### src/rtl/l3_mem_responder.sv
`default_nettype none
// ============================================================================
// Module   : l3_mem_responder
// Brief    : Fixed-latency, single-outstanding memory responder for the L3
//            refill/writeback port, backed by an internal register file.
// Revision : 1.0 - initial release
// ============================================================================
module l3_mem_responder #(
   parameter int ADDR_W  = 6,
   parameter int DATA_W  = 32,
   parameter int LATENCY = 3
) (
   input  logic              clk,
   input  logic              rst,
   input  logic              req_valid,
   output logic              req_ready,
   input  logic              req_we,
   input  logic [ADDR_W-1:0] req_addr,
   input  logic [DATA_W-1:0] req_wdata,
   output logic              rsp_valid,
   input  logic              rsp_ready,
   output logic [DATA_W-1:0] rsp_rdata,
   output logic              rsp_wr_ack,
   output logic [15:0]       served_cnt
);

   localparam int         c_depth    = 2 ** ADDR_W;
   localparam logic [3:0] c_cnt_load = 4'(LATENCY - 1);

   if (LATENCY < 1 || LATENCY > 15) begin : g_latency_check
      $error("l3_mem_responder: LATENCY must be in 1..15");
   end

   typedef enum logic [1:0] {
      S_IDLE = 2'd0,
      S_WAIT = 2'd1,
      S_RESP = 2'd2
   } state_t;

   state_t              r_state;
   state_t              w_next;
   logic [3:0]          r_cnt;
   logic                r_we;
   logic [ADDR_W-1:0]   r_addr;
   logic [DATA_W-1:0]   r_mem [c_depth];
   logic [DATA_W-1:0]   r_rdata;
   logic                r_wr_ack;
   logic [15:0]         r_served_cnt;
   logic                w_accept;
   logic                w_handshake;
   logic                w_wait_done;

   // Handshake qualifiers depend only on the state register, never on req_valid for ready.
   assign req_ready   = (r_state == S_IDLE);
   assign rsp_valid   = (r_state == S_RESP);
   assign w_accept    = req_ready & req_valid;
   assign w_handshake = rsp_valid & rsp_ready;
   assign w_wait_done = (r_state == S_WAIT) && (r_cnt == 4'd1);

   assign rsp_rdata   = r_rdata;
   assign rsp_wr_ack  = r_wr_ack;
   assign served_cnt  = r_served_cnt;

   always_ff @(posedge clk or posedge rst) begin
      if (rst) begin
         r_state <= S_IDLE;
      end else begin
         r_state <= w_next;
      end
   end

   always_comb begin
      w_next = r_state;
      case (r_state)
         S_IDLE: begin
            if (w_accept) begin
               w_next = (LATENCY == 1) ? S_RESP : S_WAIT;
            end
         end
         S_WAIT: begin
            if (w_wait_done) begin
               w_next = S_RESP;
            end
         end
         S_RESP: begin
            if (rsp_ready) begin
               w_next = S_IDLE;
            end
         end
         default: w_next = S_IDLE;
      endcase
   end

   // Writes commit at the accept edge so a following read sees the new data.
   always_ff @(posedge clk or posedge rst) begin
      if (rst) begin
         for (int i = 0; i < c_depth; i++) begin
            r_mem[i] <= '0;
         end
      end else if (w_accept && req_we) begin
         r_mem[req_addr] <= req_wdata;
      end
   end

   always_ff @(posedge clk or posedge rst) begin
      if (rst) begin
         r_cnt        <= '0;
         r_we         <= 1'b0;
         r_addr       <= '0;
         r_rdata      <= '0;
         r_wr_ack     <= 1'b0;
         r_served_cnt <= '0;
      end else begin
         if (w_accept) begin
            r_cnt  <= c_cnt_load;
            r_we   <= req_we;
            r_addr <= req_addr;
            // Single-cycle latency skips WAIT, so the response loads at the accept edge.
            if (LATENCY == 1) begin
               r_rdata  <= req_we ? '0 : r_mem[req_addr];
               r_wr_ack <= req_we;
            end
         end else if (r_state == S_WAIT) begin
            r_cnt <= r_cnt - 4'd1;
            if (w_wait_done) begin
               r_rdata  <= r_we ? '0 : r_mem[r_addr];
               r_wr_ack <= r_we;
            end
         end
         if (w_handshake) begin
            r_served_cnt <= r_served_cnt + 16'd1;
         end
      end
   end

endmodule
`default_nettype wire

### config.mk
export PLATFORM = sky130hd
export DESIGN_NAME = l3_mem_responder
export DESIGN_NICKNAME = d
export VERILOG_FILES = /design/src/rtl/l3_mem_responder.sv
export SDC_FILE = /design/constraint.sdc
export NUM_CORES = 2
export LEC_CHECK = 0
export CAP_MARGIN = 20
export CORE_ASPECT_RATIO = 1.4
export CORE_MARGIN = 2
export CORE_UTILIZATION = 48
export DETAILED_ROUTE_END_ITERATION = 10
export PLACE_DENSITY_LB_ADDON = 0.08
export SETUP_SLACK_MARGIN = 0.3
export SYNTH_ARGS = -nofsm -noshare
export SYNTH_HDL_FRONTEND = slang
export SYNTH_SLANG_ARGS = --single-unit
### constraint.sdc
create_clock -name clk -period 77 [get_ports clk]
set_input_delay 11.55 -clock clk [delete_from_list [all_inputs] [get_ports clk]]
set_output_delay 11.55 -clock clk [all_outputs]
set_load 0.05 [all_outputs]
==> summary.md <==
| Metric | Value |
|---|---|
| Status | completed |
| Core ar. | approximately 200000 sq um |
| Pwr/cell area | between 20 and 30 nW/um^2 |
| Final Skew | about 0.035 ns |
| Vias in the first global route | 57510 |
| Initial antenna violation count | 15 |
| Maximum number of pins on one net before global-route repair | between 150 and 200 |
| Crit Path Class | in -> async |
| Die area | about 200000 sq um |
| Total global routing track utilization | 27.53% |
| Count of input and output buffers | 93 |
| Number of standard-cell rows in the floorplan | 194 |
| Die Span X | ~380 um |
| Synthesized area per cell | about 15 sq um |
| Top-Level Pins | 94 |
| RSZ-0062 raised after global routing | no |
| Routed Wire Length | 279.0 mm |
| Count of flip-flops with a built-in enable after synthesis | 0 |
| Wire length of the first global-routing pass | roughly 410 mm |
| Hold Vio Cnt, Final | 0 |
| Max-slew headroom | 23.78% |
| Number of distinct library cells after synthesis | 57 |
| Wire length on met1 | roughly 120 mm |
| Area fraction in compound gates after synthesis | 2.475% |
| Async set-reset flop share out of synthesis | 100.0% |
| Worst supply voltage drop on vdd | approximately 0.027 mV |
| CTS H-tree depth | 4 |
| Min cycle time layout | 17.25 ns |
| Library cell with the largest summed area after synthesis | dfrtp_1 |
| Required time at the endpoint of the critical path | about 78 ns |
| Post-CTS setup repair buffer count | 0 |
| CTS root buf | clkbuf_16 |
| DRC Markers | 0 |
| Half-perimeter wire length of the detailed placement result | 150.6 mm |
| Portion of synthesized cell area occupied by the leading cell type | a little over half |
| Total met2 wirelength after detailed routing | approximately 140 mm |
| DIE HEIGHT | roughly 530 um |
| Commonest register cell after synthesis | dfrtp_1 |
| Yosys warns | 0 |
| Reported leakage power | approximately 52 nW |
| Critical path capture point type | asynchronous set/reset pin |
| Fillers | 16350 |
| Share of the cycle needed by the critical path after routing | roughly 22% |
| Minimum setup slack after placement | ~58 ns |
| Register area | 52820 sq um |
| Summed negative setup slack over all endpoints | 0 ns |
| Hold Buf Count CTS | 0 |
| Routed length on met3 | roughly 13 mm |
| Achievable frequency | just under 60 MHz |
| Commonest cells in the synthesized netlist | dfrtp_1 (2110), mux2_2 (2022), mux2i_1 (419) |
| DRT iter0 DRCs | 3848 |
| Arrival time of the worst setup path | between 15 and 20 ns |
| Multi-input combinational cell area | ~41000 sq um |
| Utilization after layout | between 50% and 60% |
| Latest clock arrival within the worst-skew pair | 0.86 ns |
| Top Metal Used | met5 |
| Count of vias placed by the detailed router | 54670 |
| Critical Path Source Type | primary input |
| Final Setup Violations | 0 |
| Clock slew seen by the registers of the worst setup and hold paths | 0.06 ns |
| Final-stage net count | between 6000 and 7000 |
| Simple-gate share of the synthesized area | 1.599% |
| Most used standard cell by instance count after synthesis | dfrtp_1 |
| Total CTS buffers | between 200 and 250 |
| Portion of netlist area occupied by mux cells | 37.56% |
| Final Worst Setup Slack | 59.75 ns |
| Remaining antenna violation count | 0 |
| Remaining global-route overflow | 0 |
| Flip-flop and latch count after synthesis | around 2100 |
| Layout cells sized above 1 | 48.60% |
| Highest fanout seen on the critical path | around 120 |
| Proportion of synthesized chip area in sequential cells | roughly 55% |
| Via-to-Cell Ratio | a little over 6 |
| Cells after synthesis | a little over 6000 |
| Share of synthesized cell area in full adder, half adder and majority cells | less than 1% |
| Total Power Consumption | between 3 and 4 mW |
| Signed area change from the synthesized netlist to the final layout | 10.66% |
| Average detailed-routed wire length per instance | between 30 and 40 um |
| Slew @ Worst Pin | ~1.1 ns |
| Largest family of logic cells by synthesized area | multiplexers |
| Initial Utilization | between 40% and 50% |
| Synth Net Count | 6284 |
| Post-Synth XOR/XNOR Area | less than 1% |
| Number of maximum-capacitance violations | 0 |
| Clock Sinks | ~2100 |
| Slew Limit Fails | 0 |
| Class of the worst hold path | reg -> reg |
| Clock tree from TritonCTS | built |
| Synthesized cell area | roughly 96000 sq um |
| Routability congestion estimate | roughly 0.76 |
| Clk buf depth | 4 |
| Drt first pass iters | 7 |
| Top post-synthesis cells by area | dfrtp_1 (55%), mux2_2 (24%), mux4_2 (8.8%) |
| Cells resized by post-CTS repair | 0 |
==> layout by cell type (no fill, tap or decap), types with 54 or more instances in the layout <==
| cell type | n |
|---|---|
| mux2i_1 | 419 |
| nand3_1 | 66 |
| a22oi_1 | 189 |
| clkdlybuf4s50_1 | 61 |
| buf_4 | 136 |
| clkbuf_16 | 222 |
| mux2_2 | 2022 |
| mux4_2 | 377 |
| clkbuf_8 | 54 |
| clkbuf_1 | 61 |
| dfrtp_1 | 2106 |
==> metal layers <==
metal / GRT usage [%] / up-vias
met5: 0 / -
met4: 7.201 / 6
met3: 3.799 / 423
met2: 45.87 / 1268
met1: 38.05 / 30210
li1: - / 22760
==> state kept, by name, summed over array words and instances (netlist names) <==
name,flops
r_mem,2048
r_addr,6
r_state,2
served_cnt,16
r_cnt,4
r_we,1
rsp_rdata,32
rsp_wr_ack,1
==> worst max-delay path: stages <==
cell	delay [ns]
clkdlybuf4s50_1	0.49
inv_8	0.55
buf_4	0.69
buf_4	0.80
buf_4	0.80
buf_4	0.79
buf_4	0.84
buf_4	0.33
buf_16	0.32
buf_4	0.29
buf_16	0.34
==> cells by family after synthesis <==
kind of cell	Yosys count
fa+ha+maj	3
mux	2868
buf+inv	634
simple gates	276
flops	2110
xor+xnor	15
compound gates	332
==> layout make-up <==
cell class,instances,share of cell area [%]
clock inverter,50,0.4660
clock buffer,337,6.139
multi-input combinational,3494,38.12
inverter,7,0.03295
antenna,7,0.01647
timing repair buffer,267,2.443
tap,2646,3.114
sequential,2110,49.67
==> stage by stage <==
| stage | area (sq um) | hold slack, ns | std cells |
|---|---|---|---|
| 3_3_place_gp | 98640 | 0.4620 | 8494 |
| 3_5_place_dp | 98660 | 0.4621 | 8496 |
| 5_1_grt | 106300 | 0.4912 | 8912 |
| 6_report | 106300 | 0.4662 | 8918 |
| 4_1_cts | 105700 | 0.4752 | 8883 |
| 2_1_floorplan | 96080 | 0.4524 | 6238 |
==> power by group <==
| part | internal, mW | leakage [nW] | switching, mW |
|---|---|---|---|
| combinational | 0.309 | 19.1 | 0.495 |
| clock | 0.609 | 3.48 | 0.442 |
| sequential | 1.19 | 29.2 | 0.0617 |
==> worst paths after layout <==
kind | depth (start not counted) | slack [ns] | end | from
max | 11 | 59.75 | r_mem[351] | rst
min in group asynchronous | 2 | 11.28 | r_mem[1240] | rst
min reg2reg | 1 | 0.47 | served_cnt[15] | served_cnt[15]
max in group clk | 8 | 61.50 | r_mem[1440] | req_valid
min | 1 | 0.47 | served_cnt[15] | served_cnt[15]
max reg2reg | 9 | 71.13 | rsp_rdata[29] | r_addr[0]
Note: power is estimated with default switching activity, not from simulation.
